[src/rtl/pia_pkg.sv]
// Shared definitions for the Apple-1 PIA blocks: bus addresses, handshake
// state encodings and status bit positions.
package pia_pkg;

  localparam logic [15:0] KBD_ADDR_C   = 16'hD010;
  localparam logic [15:0] KBDCR_ADDR_C = 16'hD011;
  localparam logic [15:0] DSP_ADDR_C   = 16'hD012;
  localparam logic [15:0] DSPCR_ADDR_C = 16'hD013;

  // One-hot handshake states; any other encoding recovers to S_WAIT.
  typedef enum logic [1:0] {
    S_WAIT = 2'b01,
    S_ACK  = 2'b10
  } kbd_state_e;

  localparam int STAT_RDY = 7;
  localparam int STAT_OVF = 6;

endpackage

[src/rtl/pia_sync_fifo.sv]
// Single-clock FIFO with occupancy count. When empty, dout holds the most
// recently popped entry so a repeated read of an empty queue returns the
// last keystroke, like the original single-register port.
module pia_sync_fifo #(
  parameter int W     = 7,
  parameter int DEPTH = 4,
  localparam int AW   = $clog2(DEPTH)
) (
  input  logic          clk,
  input  logic          rst_n,
  input  logic          push,
  input  logic          pop,
  input  logic [W-1:0]  din,
  output logic [W-1:0]  dout,
  output logic          full,
  output logic          empty,
  output logic [AW:0]   count
);

  localparam logic [AW:0] FULL_CNT = (AW+1)'(DEPTH);

  logic [W-1:0]  mem [DEPTH];
  logic [AW-1:0] wr_ptr;
  logic [AW-1:0] rd_ptr;
  logic [W-1:0]  last;
  logic          do_push;
  logic          do_pop;

  assign full    = (count == FULL_CNT);
  assign empty   = (count == '0);
  assign do_push = push && !full;
  assign do_pop  = pop && !empty;
  assign dout    = empty ? last : mem[rd_ptr];

  // Pointer, count and last-popped bookkeeping.
  always_ff @(posedge clk or negedge rst_n) begin
    if (!rst_n) begin
      wr_ptr <= '0;
      rd_ptr <= '0;
      count  <= '0;
      last   <= '0;
    end else begin
      if (do_push) wr_ptr <= wr_ptr + 1'b1;
      if (do_pop) begin
        rd_ptr <= rd_ptr + 1'b1;
        last   <= mem[rd_ptr];
      end
      case ({do_push, do_pop})
        2'b10:   count <= count + 1'b1;
        2'b01:   count <= count - 1'b1;
        default: count <= count;
      endcase
    end
  end

  // Storage array; contents only matter once written, so no reset.
  always_ff @(posedge clk) begin
    if (do_push) mem[wr_ptr] <= din;
  end

endmodule

[src/rtl/pia_kbd_fifo.sv]
// Apple-1 PIA keyboard port with a receive FIFO behind KBD/KBDCR.
// Optional macro PIA_KBD_DROP_EN: keystrokes arriving while the FIFO is full
// are acked and discarded with a sticky overflow flag, instead of being held
// off by backpressure.
// Handshake: the keyboard holds kbd_rdy with kbd_data stable until it sees
// kbd_ack high, then drops kbd_rdy; kbd_ack falls once kbd_rdy is low.
module pia_kbd_fifo
  import pia_pkg::*;
#(
  parameter int          DATA_W     = 7,
  parameter int          DEPTH      = 4,
  parameter logic [15:0] KBD_ADDR   = KBD_ADDR_C,
  parameter logic [15:0] KBDCR_ADDR = KBDCR_ADDR_C,
  localparam int         CW         = $clog2(DEPTH) + 1
) (
  input  logic              clk,
  input  logic              reset,
  input  logic [15:0]       Address_Bus,
  input  logic              WE,
  output logic [7:0]        Data_Out,
  input  logic              kbd_rdy,
  output logic              kbd_ack,
  input  logic [DATA_W-1:0] kbd_data,
  output logic              kbd_ovf
);

  kbd_state_e        state;
  kbd_state_e        state_n;
  logic              ack_n;
  logic              load;
  logic              done;
  logic              accept;
  logic [DATA_W-1:0] hold;

  logic              push;
  logic              pop;
  logic              full;
  logic              empty;
  logic [DATA_W-1:0] head;
  logic [CW-1:0]     count;
  logic              ovf;

  logic              rsel_kbd;
  logic              rsel_cr;
  logic              wr_cr;
  logic              rd_q;
  logic [7:0]        kbd_byte;
  logic [7:0]        kbd_latch;
  logic [7:0]        cr_byte;

  assign rsel_kbd = (Address_Bus == KBD_ADDR) && !WE;
  assign rsel_cr  = (Address_Bus == KBDCR_ADDR) && !WE;
  assign wr_cr    = (Address_Bus == KBDCR_ADDR) && WE;
  assign pop      = rsel_kbd && !rd_q;

`ifdef PIA_KBD_DROP_EN
  assign accept = 1'b1;
  assign push   = done && !full;

  // Sticky overflow: set when a completed keystroke finds the FIFO full.
  always_ff @(posedge clk or negedge reset) begin
    if (!reset) begin
      ovf <= 1'b0;
    end else begin
      if (wr_cr) ovf <= 1'b0;
      if (done && full) ovf <= 1'b1;
    end
  end
`else
  assign accept = !full;
  assign push   = done;
  assign ovf    = 1'b0;
`endif

  assign kbd_ovf = ovf;

  // Handshake next-state and registered-ack decode.
  always_comb begin
    state_n = state;
    ack_n   = 1'b0;
    load    = 1'b0;
    done    = 1'b0;
    case (state)
      S_WAIT: begin
        if (kbd_rdy && accept) begin
          state_n = S_ACK;
          ack_n   = 1'b1;
          load    = 1'b1;
        end
      end
      S_ACK: begin
        ack_n = 1'b1;
        if (!kbd_rdy) begin
          state_n = S_WAIT;
          ack_n   = 1'b0;
          done    = 1'b1;
        end
      end
      default: state_n = S_WAIT;
    endcase
  end

  // Handshake state, ack output and captured keystroke.
  always_ff @(posedge clk or negedge reset) begin
    if (!reset) begin
      state   <= S_WAIT;
      kbd_ack <= 1'b0;
      hold    <= '0;
    end else begin
      state   <= state_n;
      kbd_ack <= ack_n;
      if (load) hold <= kbd_data;
    end
  end

  pia_sync_fifo #(
    .W     (DATA_W),
    .DEPTH (DEPTH)
  ) u_fifo (
    .clk   (clk),
    .rst_n (reset),
    .push  (push),
    .pop   (pop),
    .din   (hold),
    .dout  (head),
    .full  (full),
    .empty (empty),
    .count (count)
  );

  // Read-access tracking; the byte seen at the pop is held for the whole access.
  always_ff @(posedge clk or negedge reset) begin
    if (!reset) begin
      rd_q      <= 1'b0;
      kbd_latch <= 8'h00;
    end else begin
      rd_q <= rsel_kbd;
      if (pop) kbd_latch <= kbd_byte;
    end
  end

  // Status bytes and the read-data mux.
  always_comb begin
    kbd_byte           = {1'b0, 7'(head)};
    kbd_byte[STAT_RDY] = !empty;
    cr_byte            = {3'b000, 5'(count)};
    cr_byte[STAT_RDY]  = !empty;
    cr_byte[STAT_OVF]  = ovf;
    Data_Out           = 8'h00;
    if (rsel_kbd)     Data_Out = rd_q ? kbd_latch : kbd_byte;
    else if (rsel_cr) Data_Out = cr_byte;
  end

endmodule

[config.mk]
export PLATFORM = sky130hd
export DESIGN_NAME = pia_kbd_fifo
export DESIGN_NICKNAME = d
export VERILOG_FILES = /design/src/rtl/pia_pkg.sv /design/src/rtl/pia_sync_fifo.sv /design/src/rtl/pia_kbd_fifo.sv
export SDC_FILE = /design/constraint.sdc
export NUM_CORES = 1
export LEC_CHECK = 0
export ABC_AREA = 1
export CORE_ASPECT_RATIO = 0.8
export CORE_MARGIN = 2
export CORE_UTILIZATION = 55
export CTS_BUF_LIST = sky130_fd_sc_hd__clkbuf_16
export DETAILED_ROUTE_END_ITERATION = 16
export HOLD_SLACK_MARGIN = 0.15
export PLACE_DENSITY = 0.85
export SLEW_MARGIN = 20
export SYNTH_ARGS = -nofsm -noshare
export SYNTH_HDL_FRONTEND = slang
export SYNTH_HIERARCHICAL = 1
export SYNTH_SLANG_ARGS = --single-unit
[constraint.sdc]
create_clock -name clk -period 3.33 [get_ports clk]
set_input_delay 0.666 -clock clk [delete_from_list [all_inputs] [get_ports clk]]
set_output_delay 0.666 -clock clk [all_outputs]
set_load 0.05 [all_outputs]
# Yosys cells after proc, flatten, opt, wreduce, memory -nomap -nowiden

Memories as Yosys holds them, arrays and structs flattened.
Cells that the tools add are included.

$add $sub $neg: 4
Eq/ne operators: 9
Muxes and demuxes: 16
Reductions and logical operators: 13

Operator list:

| operator                                                               | count |
|---|---|
| 16-bit equality test (second input constant)                           | 2 |
| 8-bit two-way mux                                                      | 3 |
| 1-bit two-way mux                                                      | 7 |
| 7-bit two-way mux                                                      | 1 |
| 1-bit logical AND                                                      | 6 |
| 3-bit one-hot mux with 2 select lines                                  | 1 |
| 2-bit by 1-bit adder with 2-bit output (second input constant)         | 2 |
| 2-bit by 1-bit equality test with 1-bit output (second input constant) | 2 |
| 2-bit equality test (second input constant)                            | 2 |
| 1-bit zero test                                                        | 4 |
| 2-bit two-way mux                                                      | 2 |
| 2-bit inequality test (second input constant)                          | 2 |
| 2-bit one-hot mux with 2 select lines                                  | 1 |
| 3-bit by 1-bit adder with 3-bit output (second input constant)         | 1 |
| 3-bit equality test (second input constant)                            | 1 |
| 3-bit zero test                                                        | 1 |
| 3-bit by 1-bit subtractor with 3-bit output (second input constant)    | 1 |
| 1-bit one-hot mux with 2 select lines                                  | 1 |
| 2-bit AND reduction                                                    | 1 |
| 2-bit nonzero test                                                     | 1 |

Register bits: 33
Memory bits (writable): 28
Input bits: 27
Output and inout port bits: 10
Logic and storage cells: 52
Memories kept: 1

Memories:

| memory     | depth | width | read ports | clocked after memory_dff | write ports | RTL line            | source |
|---|---|---|---|---|---|---|---|
| u_fifo.mem | 4     | 7     | 1          | 0                        | 1           | pia_sync_fifo.sv:22 | `logic [W-1:0] mem [DEPTH];` |

# Logic depth before layout (Yosys ltp)

Gate-level depths: netlist (run 1).

Depth after elaboration: 6
Mapped depth: 15
Gate-level depth less buffers: 15

# Modules after synthesis

Netlist (run 1), hierarchy kept.

By module, submodules not included:

| module        | times used | cells each | area each (um^2) | seq. area each (um^2) |
|---|---|---|---|---|
| pia_sync_fifo | 1          | 178        | 1919.3           | 1191.1 |
| pia_kbd_fifo  | 1          | 131        | 1122.3           | 476.7 |

# Least setup slack after synthesis (run 1)

OpenSTA, ideal clock, no wires.

Path type: input-to-reg
Start point: input Address_Bus[1]
End point: register u_fifo.count[2]
Arrival time: 2.511 ns
Path slack: 0.695 ns
Cell stages on the path: 13
Buffers on the path: 0
Cell sequence: nor2_2 -> nand3_2 -> nor2_8 -> nand3_4 -> inv_1 -> inv_2 -> a21oi_4 -> ha_1 -> inv_1 -> fa_1 -> nand2_1 -> nand3_1 -> xor2_1

Cells in the longest elaborated chain, start to end: 6
Elaborated cells on any way between the ends: 8
Those cells by class: 3 x eq/ne; 1 x mux; 4 x reduce/logical

Ends and longest elaborated chain:

| what                                                                                  | RTL line            | source |
|---|---|---|
| from (decl)                                                                           | pia_kbd_fifo.sv:18  | `input logic [15:0] Address_Bus,` |
| 16-bit equality test (*)                                                              | pia_kbd_fifo.sv:51  | `assign rsel_kbd = (Address_Bus == KBD_ADDR) && !WE;` |
| 1-bit logical AND (*)                                                                 | pia_kbd_fifo.sv:51  |  |
| 1-bit logical AND (*)                                                                 | pia_kbd_fifo.sv:54  | `assign pop = rsel_kbd && !rd_q;` |
| via pop                                                                               | pia_kbd_fifo.sv:36  | `logic pop;` |
| 1-bit logical AND (*)                                                                 | pia_sync_fifo.sv:32 | `assign do_pop = pop && !empty;` |
| via u_fifo.do_pop                                                                     | pia_sync_fifo.sv:27 | `logic do_pop;` |
| 2-bit by 1-bit equality test with 1-bit output or 2-bit equality test (tied branches) | pia_sync_fifo.sv:48 | `case ({do_push, do_pop})` |
| 3-bit one-hot mux with 2 select lines or 2-bit nonzero test (tied branches)           | --                  |  |
| to (signal assigned)                                                                  | pia_sync_fifo.sv:49 | `2'b10: count <= count + 1'b1;` |
| to (signal assigned)                                                                  | pia_sync_fifo.sv:50 | `2'b01: count <= count - 1'b1;` |
| to (signal assigned)                                                                  | pia_sync_fifo.sv:51 | `default: count <= count;` |
| to (decl)                                                                             | pia_sync_fifo.sv:17 | `output logic [AW:0] count` |

The timed path passes the listed nets; every way through them passes the cells marked *.
A chain may end at the register's enable or synchronous reset.

# Final worst setup path (run 1)

Start point: input Address_Bus[4]
End point: register u_fifo.count[2]

Same word-level chain as after synthesis.

==> results of run 1 <==
## path summary, 6_finish.rpt
kind	start	end	slack, ns
worst min register to register	kbd_latch[0]	kbd_latch[0]	0.47
worst min-delay path	kbd_latch[0]	kbd_latch[0]	0.47
worst max-delay path	Address_Bus[4]	u_fifo/count[2]	0.34
max in group asynchronous	reset	state[0]	2.23
worst max register to register	rd_q	u_fifo/count[2]	0.61
min in group asynchronous	reset	rd_q	0.76
## report_power, final
| part | switching (µW) | total, µW | internal (µW) |
|---|---|---|---|
| sequential | 3.61 | 799 | 795 |
| clock | 339 | 921 | 582 |
| combinational | 43.3 | 88.8 | 45.5 |
## placed cells by master, fill, tap and decap left out, types with 2 or more instances in the layout
cell type	count
clkinv_4	3
xor2_2	2
nand4_1	12
nor2_2	5
nand2_2	3
nand2_1	102
buf_12	8
nand3_1	40
nand2_4	2
edfxtp_1	28
o21ai_0	3
mux2_2	6
inv_1	27
clkdlybuf4s50_1	27
dfrtp_1	32
inv_2	2
xnor2_1	2
nor2_1	9
buf_4	3
clkbuf_16	9
nor2_4	2
ha_1	7
## area by class of cell
class                   instances  area [µm²]
fillers                       411        1630
inverters                      30         116
multi-input cells             208        1160
clock inverters                 7        76.3
clock buffers                   9         225
well taps                      65        81.3
repair buffers                 38         453
flip-flops and latches         61        1670
## kinds of logic (layout without fill, tap and decap cells)
| logic type | Yosys count | after routing | share of synthesized area, % |
|---|---|---|---|
| mux | 7 | 7 | 2.59 |
| simple gates | 179 | 179 | 28.1 |
| flops | 61 | 61 | 54.8 |
| other cells | 1 | 1 | 0.123 |
| buf+inv | 40 | 84 | 7.07 |
| xor+xnor | 5 | 5 | 1.93 |
| compound gates | 8 | 8 | 1.81 |
| fa+ha+maj | 8 | 8 | 3.54 |
## flip-flops by register name, summed over array words and instances, names as in the netlist
name           flops
u_fifo/wr_ptr      2
state              2
kbd_latch          8
u_fifo/last        7
u_fifo/rd_ptr      2
hold               7
u_fifo/count       3
u_fifo/mem        28
kbd_ack            1
rd_q               1
## worst max-delay path: cells and delay by family
family	cells	cell delay, ns
buf+inv	6	0.92
simple gates	6	0.65
xor+xnor	1	0.16
compound gates	1	0.23
fa+ha+maj	2	0.59
## per-layer routing
metal  track usage [%]  wire length [µm]  vias to the layer above
met2              34.9              2930                       71
met5                 0                 0                        -
li1                  -                 -                     1090
met4              6.15                55                        0
met3              6.74               360                        7
met1              26.7              2530                      986
## per-stage QoR
stage	instances	hold slack, ns	util, %	power (µW)	cell area (µm²)
finish	418	0.469	69.9	1810	3780
global route	418	0.494	69.9	1870	3780
CTS	418	0.473	69.9	1830	3780
detailed placement	402	0.460	64.3	903	3480
global placement	402	0.454	64.3	896	3480
floorplan	309	0.370	-	853	3040
==> metrics, run 1 <==
outcome finished, final reports clean; PnR worst setup slack 0.337 ns; Setup Viol. Count Final 0; Worst R2R Path Depth 12; Die X-Extent 87.1 µm; full die area 0.00615 mm²; peak supply drop 360 µV; Hold Crit Depth 2; syn_area_per_cell 9.84 µm²; Synth cell types 37; most frequent cell on the critical path inv_1; diode count 0; cts repair resizes 0; Area Growth Syn to Fin 24.2%; Lkg Pwr 0.00176 µW; Port Buffers 35; Worst EP arrival 3.24 ns; fin nets 383; row count 24; critical path's slowest cell clkdlybuf4s50_1; Vias 2,154; top cell type's share of synthesized area 27.6%; Tmin final 2.99 ns; Post-synth ARST share 54.1%; WP data required 3.57 ns; Syn. warnings 6; vias per inst 5.15; crit path cell chain clkdlybuf4s50_1 > inv_1 > nor2_2 > nand3_2 > nor2_8 > nand3_4 > inv_1 > inv_2 > a21oi_4 > ha_1 > inv_1 > fa_1 > inv_1 > nand2_1 > nand3_1 > xor2_1; top_reg_cell synth dfrtp_1; Max-Cap Viols 0; GP Congestion 0.783; gr ovfl total 0; TNS Setup 0 ns; proportion of layout cells with a drive suffix above 1 15.9%; Power Dens Cells 478 mW/mm²; fmax 334 MHz; Post-synth EDFFs 28; Seq/Total Area, Yosys 54.8%; DR DRC count 0; Avg WL per Cell 14.1 µm; max-slew violations 0; CTS max path bufs 2; most frequent cell after synthesis nand2_1; initial antenna violation count 0; clk_skew 0.00506 ns; Initial Util 56.3%; IO Pins 37; Synth Register Bits 61; Final HPWL DP 4140 µm; TritonCTS buffer count 9; Hold-fix buffers, CTS 0; Root Driver clkbuf_16; critical path startpoint category input port; die height 70.5 µm; Tcrit/Tclk final 89.9%; worst hold-check path type reg2reg; RSZ-0062 raised after global routing false; TritonCTS Sinks 61; worst slack, placed 0.0168 ns; Total Routing Usage GR 21.1%; worst setup path class in2reg; final wirelength 5880 µm; crit-path max cell delay 0.45 ns; Post-CTS Setup Bufs 0; Max H-tree Level 3; Core Area 0.00541 mm²; Setup crit end kind flip-flop; DR pass1 iterations 4; initial DRC count 141; vias in the first global route 2,070; Syn Inst Count 309; cell taking the most area after synthesis edfxtp_1; largest net degree at the start of global routing 34; Post-Syn Nets 344; final hold vios 0; top cells by area, synth edfxtp_1, dfrtp_1, nand2_1, nand3_1, inv_1; largest fanout on the critical path 9; Worst-Skew Late Latency 0.33 ns; Netlist Area Pre-Place 0.00304 mm²; ANT nets after route 0; first-pass GRT wire length 9760 µm; worst rel slew slack 58.0%; Post-synth top cells nand2_1, nand3_1, dfrtp_1; Worst-path clk slew 0.05 ns; worst-margin pin slew 0.628 ns; CTS tree yes
No activity file was read; power rests on OpenSTA's default activity.
==> run 2, diff against run 1 <==
--- a/config.mk
+++ b/config.mk
@@ -8,11 +8,11 @@
 export ABC_AREA = 1
 export CORE_ASPECT_RATIO = 0.8
 export CORE_MARGIN = 2
-export CORE_UTILIZATION = 55
+export CORE_UTILIZATION = 60
 export CTS_BUF_LIST = sky130_fd_sc_hd__clkbuf_16
 export DETAILED_ROUTE_END_ITERATION = 16
 export HOLD_SLACK_MARGIN = 0.15
-export PLACE_DENSITY = 0.85
+export PLACE_DENSITY = 0.91
 export SLEW_MARGIN = 20
 export SYNTH_ARGS = -nofsm -noshare
 export SYNTH_HDL_FRONTEND = slang
==> run 2 against run 1 <==
Global-route usage increased by 2.6 points. Setup slack gained 0.13 ns. First-iteration DRC count is 21% higher. Non-clock buffer count is 1 higher. Routed wire length is 6.5% higher. Largest power group unchanged. Worst hold slack better by 0.0031 ns. Combinational power up 3.5%. Core utilization up 5.9 points. Sequential share of layout area rose by 0.34 points. Design area fell by 0.76%. Fmax rose by 4.4%. Final cell count shrank 0.48%.
==> metrics, run 2 (synthesized netlist as in run 1, its figures left out) <==
Worst-Skew Late Latency 0.33 ns (about the same); Vias 2,259 (+4.9%); gr ovfl total 0 (unchanged); row count 23 (-4.2%); full die area 0.00566 mm² (-7.9%); TritonCTS Sinks 61 (unchanged); Top reg by flops u_fifo/mem; vias in the first global route 2,204 (+6.5%); Largest register FFs 28 (unchanged); Setup crit end kind output port; critical path startpoint category input port; Top Registers u_fifo/mem: 28 flops, kbd_latch: 8 flops; worst setup path class in2out; Hold-fix buffers, CTS 0 (unchanged); Hold Crit Depth 2 (unchanged); Area Growth Syn to Fin 23.3%; RSZ-0062 raised after global routing false; Power Dens Cells 457 mW/mm² (-4.5%); Core Area 0.00495 mm² (-8.4%); CTS max path bufs 2 (unchanged); Initial Util 61.5% (+5.2 points); Die X-Extent 83.6 µm (-4.1%); # placed instances 400 (-0.50%); peak supply drop 470 µV (+31%); cts repair resizes 0 (unchanged); proportion of layout cells with a drive suffix above 1 16.1% (+0.24 points); GP Congestion 0.844 (+7.7%); Worst EP arrival 2.20 ns (-1.04 ns); TritonCTS buffer count 9 (unchanged); met2 wire length 3160 µm (+8.0%); max-slew violations 0 (unchanged); DR pass1 iterations 5 (+1); final hold vios 0 (unchanged); WHS Endpoint kbd_latch[3]; Max Used Layer met4; FF-to-FF setup slack 0.81 ns (+0.20 ns); initial antenna violation count 0 (unchanged); r2r startpoint rd_q; most common cell after layout, fill and taps aside nand2_1; Tmin final 2.87 ns (-0.127 ns); Tcrit/Tclk final 86.1% (-3.8 points); met3 WL post-DR 470 µm (+31%); crit path from Address_Bus[4]; worst rel slew slack 54.7% (-3.3 points); first-pass GRT wire length 10,200 µm (+4.2%); Port Buffers 35 (unchanged); WP data required 2.66 ns (-0.91 ns); Lkg Pwr 0.00175 µW (-0.32%); hold path start kbd_latch[3]; r2r endpoint u_fifo/count[2]; Setup Viol. Count Final 0 (unchanged); Avg WL per Cell 15.0 µm (+7.0%); Max-Cap Viols 0 (unchanged); outcome finished, final reports clean; diode count 0 (unchanged); die height 67.7 µm (-4.0%); TNS Setup 0 ns (unchanged); CTS tree yes; IO Pins 37 (unchanged); DR DRC count 0 (unchanged); Met1 Wirelength 2540 µm (+0.36%); fin cells 416 (-0.48%); fin nets 384 (+0.26%); Worst-path clk slew 0.05 ns (about the same); Max H-tree Level 3 (unchanged); Total Routing Usage GR 23.7% (+2.6 points); fmax 349 MHz (+4.4%); Worst R2R Path Depth 11 (-1); vias per inst 5.43 (+5.4%); largest net degree at the start of global routing 34 (unchanged); Final HPWL DP 4410 µm (+6.6%); initial DRC count 171 (+21%); Post-CTS Setup Bufs 0 (unchanged); Hold Slack 0.472 ns (+0.00305 ns); ANT nets after route 0 (unchanged); worst-margin pin slew 0.677 ns (+0.0489 ns); final wirelength 6260 µm (+6.5%); largest fanout on the critical path 17 (+8); most frequent cells in the layout nand2_1, nand3_1, dfrtp_1; Root Driver clkbuf_16; clk_skew 0.00561 ns (+0.000551 ns); worst hold-check path type reg2reg
[run 2: cell types whose count changed in the layout (fill, tap and decap cells not counted), sizes merged]
cell / change
bufinv: -1
clkinv: +2
buf: +1
inv: -1
[run 2: metrics by stage]
stage	setup WS, ns	utilization, %	total power (µW)	area, µm²
2_1_floorplan	0.695	-	853	3040
3_3_place_gp	0.280	70.3	896	3480
3_5_place_dp	0.154	70.3	904	3480
4_1_cts	0.448	75.8	1720	3750
5_1_grt	0.301	75.8	1760	3750
6_report	0.464	75.8	1710	3750
[run 2: area by class of cell]
cell class                      count  area [µm²]
Inverter                           30         116
Fill cell                         333        1200
Clock buffer                        9         225
Multi-Input combinational cell    208        1160
Tap cell                           62        77.6
Timing Repair Buffer               39         460
Clock inverter                      7        43.8
Sequential cell                    61        1670
[run 2: per-layer routing]
| layer | up-vias | GRT usage [%] |
|---|---|---|
| met5 | - | 0 |
| met4 | 0 | 8.67 |
| met3 | 11 | 8.19 |
| met2 | 102 | 41.7 |
| met1 | 1056 | 27.6 |
| li1 | 1090 | - |
[run 2: power breakdown]
group	internal (µW)	total, µW	switching, µW	leakage (µW)
Combinational	45.8	91.9	46.0	0.000945
Sequential	795	799	3.85	0.000669
Clock	497	822	325	0.000136
[run 2: critical path: stages]
cell and delay (ns):
clkdlybuf4s50_1 0.46, inv_1 0.05, nor2_2 0.13, nand3_2 0.14, nor2_8 0.12, buf_4 0.21, nand4_1 0.14, nand2_1 0.14
buf_12 0.14
[run 2: worst max path at each step]
stage,depth (start not counted),slack (ns),endpoint
3_3_place_gp,15,0.28,u_fifo/count[2]
4_1_cts,9,0.45,Data_Out[3]
3_5_place_dp,15,0.15,u_fifo/count[2]
5_1_grt,16,0.30,u_fifo/count[2]
2_1_floorplan,13,0.70,u_fifo/count[2]
6_report,9,0.46,Data_Out[4]
==> run 3, diff against run 2 <==
--- a/config.mk
+++ b/config.mk
@@ -7,13 +7,12 @@
 export LEC_CHECK = 0
 export ABC_AREA = 1
 export CORE_ASPECT_RATIO = 0.8
-export CORE_MARGIN = 2
+export CORE_MARGIN = 4
 export CORE_UTILIZATION = 60
 export CTS_BUF_LIST = sky130_fd_sc_hd__clkbuf_16
 export DETAILED_ROUTE_END_ITERATION = 16
 export HOLD_SLACK_MARGIN = 0.15
 export PLACE_DENSITY = 0.91
-export SLEW_MARGIN = 20
 export SYNTH_ARGS = -nofsm -noshare
 export SYNTH_HDL_FRONTEND = slang
 export SYNTH_HIERARCHICAL = 1
==> run 3 against run 2 <==
Final cell count is 0.48% lower. Flip-flop and latch count is the same. Register-to-register slack better by 0.02 ns. Critical endpoint is now Data_Out[6]. Clock skew up 0.0019 ns. Critical path depth did not move. Via count shrank 1.9%. Highest routed layer unchanged. Sequential power about the same. Routed wire length shrank 3.5%. Fmax grew 0.15%.
==> metrics, run 3 (synthesized netlist as in run 1, its figures left out) <==
outcome finished, final reports clean; Hold Slack 0.475 ns (+0.00372 ns); critical path startpoint category input port; most frequent cells in the layout nand2_1, nand3_1, dfrtp_1; Root Driver clkbuf_16; largest net degree at the start of global routing 34 (unchanged); fin nets 384 (unchanged); peak supply drop 445 µV (-5.4%); TritonCTS Sinks 61 (unchanged); worst rel slew slack 57.7% (+3.0 points); Setup Viol. Count Final 0 (unchanged); ANT nets after route 0 (unchanged); Lkg Pwr 0.00174 µW (-0.35%); diode count 0 (unchanged); full die area 0.00628 mm² (+11%); Worst R2R Path Depth 11 (unchanged); Largest register FFs 28 (unchanged); Post-CTS Setup Bufs 0 (unchanged); WP data required 2.66 ns (about the same); final wirelength 6040 µm (-3.5%); largest fanout on the critical path 17 (unchanged); gr ovfl total 0 (unchanged); Port Buffers 35 (unchanged); r2r startpoint rd_q; IO Pins 37 (unchanged); fin cells 414 (-0.48%); Total Routing Usage GR 21.3% (-2.4 points); hold path start kbd_latch[2]; Initial Util 64.2% (+2.8 points); initial DRC count 153 (-11%); fmax 349 MHz (+0.15%); Tmin final 2.86 ns (-0.00435 ns); TNS Setup 0 ns (unchanged); worst hold-check path type reg2reg; vias per inst 5.35 (-1.4%); worst-margin pin slew 0.632 ns (-0.0448 ns); vias in the first global route 2,177 (-1.2%); worst setup path class in2out; Top Registers u_fifo/mem: 28 flops, kbd_latch: 8 flops; first-pass GRT wire length 10,100 µm (-0.40%); Hold Crit Depth 2 (unchanged); Core Area 0.00473 mm² (-4.3%); CTS tree yes; # placed instances 398 (-0.50%); GP Congestion 0.777 (-7.9%); DR DRC count 0 (unchanged); Area Growth Syn to Fin 23.2% (about the same); Power Dens Cells 456 mW/mm² (-0.25%); die height 71.7 µm (+5.9%); RSZ-0062 raised after global routing false; TritonCTS buffer count 9 (unchanged); row count 22 (-4.3%); initial antenna violation count 0 (unchanged); cts repair resizes 0 (unchanged); Max-Cap Viols 0 (unchanged); Top reg by flops u_fifo/mem; CTS max path bufs 2 (unchanged); Worst EP arrival 2.20 ns (about the same); Setup crit end kind output port; crit path from Address_Bus[4]; Vias 2,216 (-1.9%); final hold vios 0 (unchanged); proportion of layout cells with a drive suffix above 1 15.8% (-0.28 points); Die X-Extent 87.6 µm (+4.8%); Hold-fix buffers, CTS 0 (unchanged); clk_skew 0.00755 ns (+0.00194 ns); most common cell after layout, fill and taps aside nand2_1; Avg WL per Cell 14.6 µm (-3.0%); Final HPWL DP 4170 µm (-5.5%); DR pass1 iterations 4 (-1); max-slew violations 0 (unchanged); Worst-Skew Late Latency 0.33 ns (about the same); Max H-tree Level 3 (unchanged); Worst-path clk slew 0.05 ns (about the same); Tcrit/Tclk final 85.9% (-0.13 points)
run 3: cell count changes in the layout (fill, tap and decap cells not counted):
cell,change
clkinv_2,-2
clkinv_1,+1
clkinvlp_4,+1
run 3: report_power, final:
group | switching, µW | internal, µW | total, µW
clock network | 321 | 497 | 818
logic | 44.8 | 45.7 | 90.5
registers | 4.35 | 795 | 800
total | 370 | 1340 | 1710
run 3: cell type report:
class / instances / area (µm²)
Tap cell: 60 / 75.1
Sequential cell: 61 / 1670
Clock buffer: 9 / 225
Multi-Input combinational cell: 208 / 1160
Inverter: 30 / 116
Fill cell: 300 / 986
Clock inverter: 7 / 45.0
Timing Repair Buffer: 39 / 460
run 3: worst max-delay path, cell delays in order:
cell and delay, ns:
clkdlybuf4s50_1 0.46, inv_1 0.05, nor2_2 0.11, nand3_2 0.13, nor2_8 0.12, buf_4 0.21
nand4_1 0.15, nand2_1 0.15, buf_12 0.14
run 3: metal layers:
metal	wire length, µm	share of wire [%]	up-vias	GRT usage [%]
met5	0	0	-	0
met4	74	1.2	0	8.52
met3	425	7.0	10	7.82
met2	3020	50	83	34.5
met1	2520	42	1034	25.9
li1	-	-	1089	-
run 3: metrics by stage:
step | total power, µW | worst slack [ns] | utilization (%) | area, µm²
after floorplan | 853 | 0.695 | - | 3040
after global placement | 896 | 0.278 | 73.5 | 3480
after detailed placement | 900 | 0.192 | 73.5 | 3480
after CTS | 1730 | 0.455 | 79.2 | 3750
after global routing | 1780 | 0.324 | 79.2 | 3750
final | 1710 | 0.468 | 79.2 | 3750
run 3: final timing paths:
path	end	slack [ns]
max	Data_Out[6]	0.47
min	kbd_latch[2]	0.48
max reg2reg	u_fifo/count[2]	0.83
min reg2reg	kbd_latch[2]	0.48
max in group asynchronous	state[0]	2.25
min in group asynchronous	kbd_latch[0]	0.75
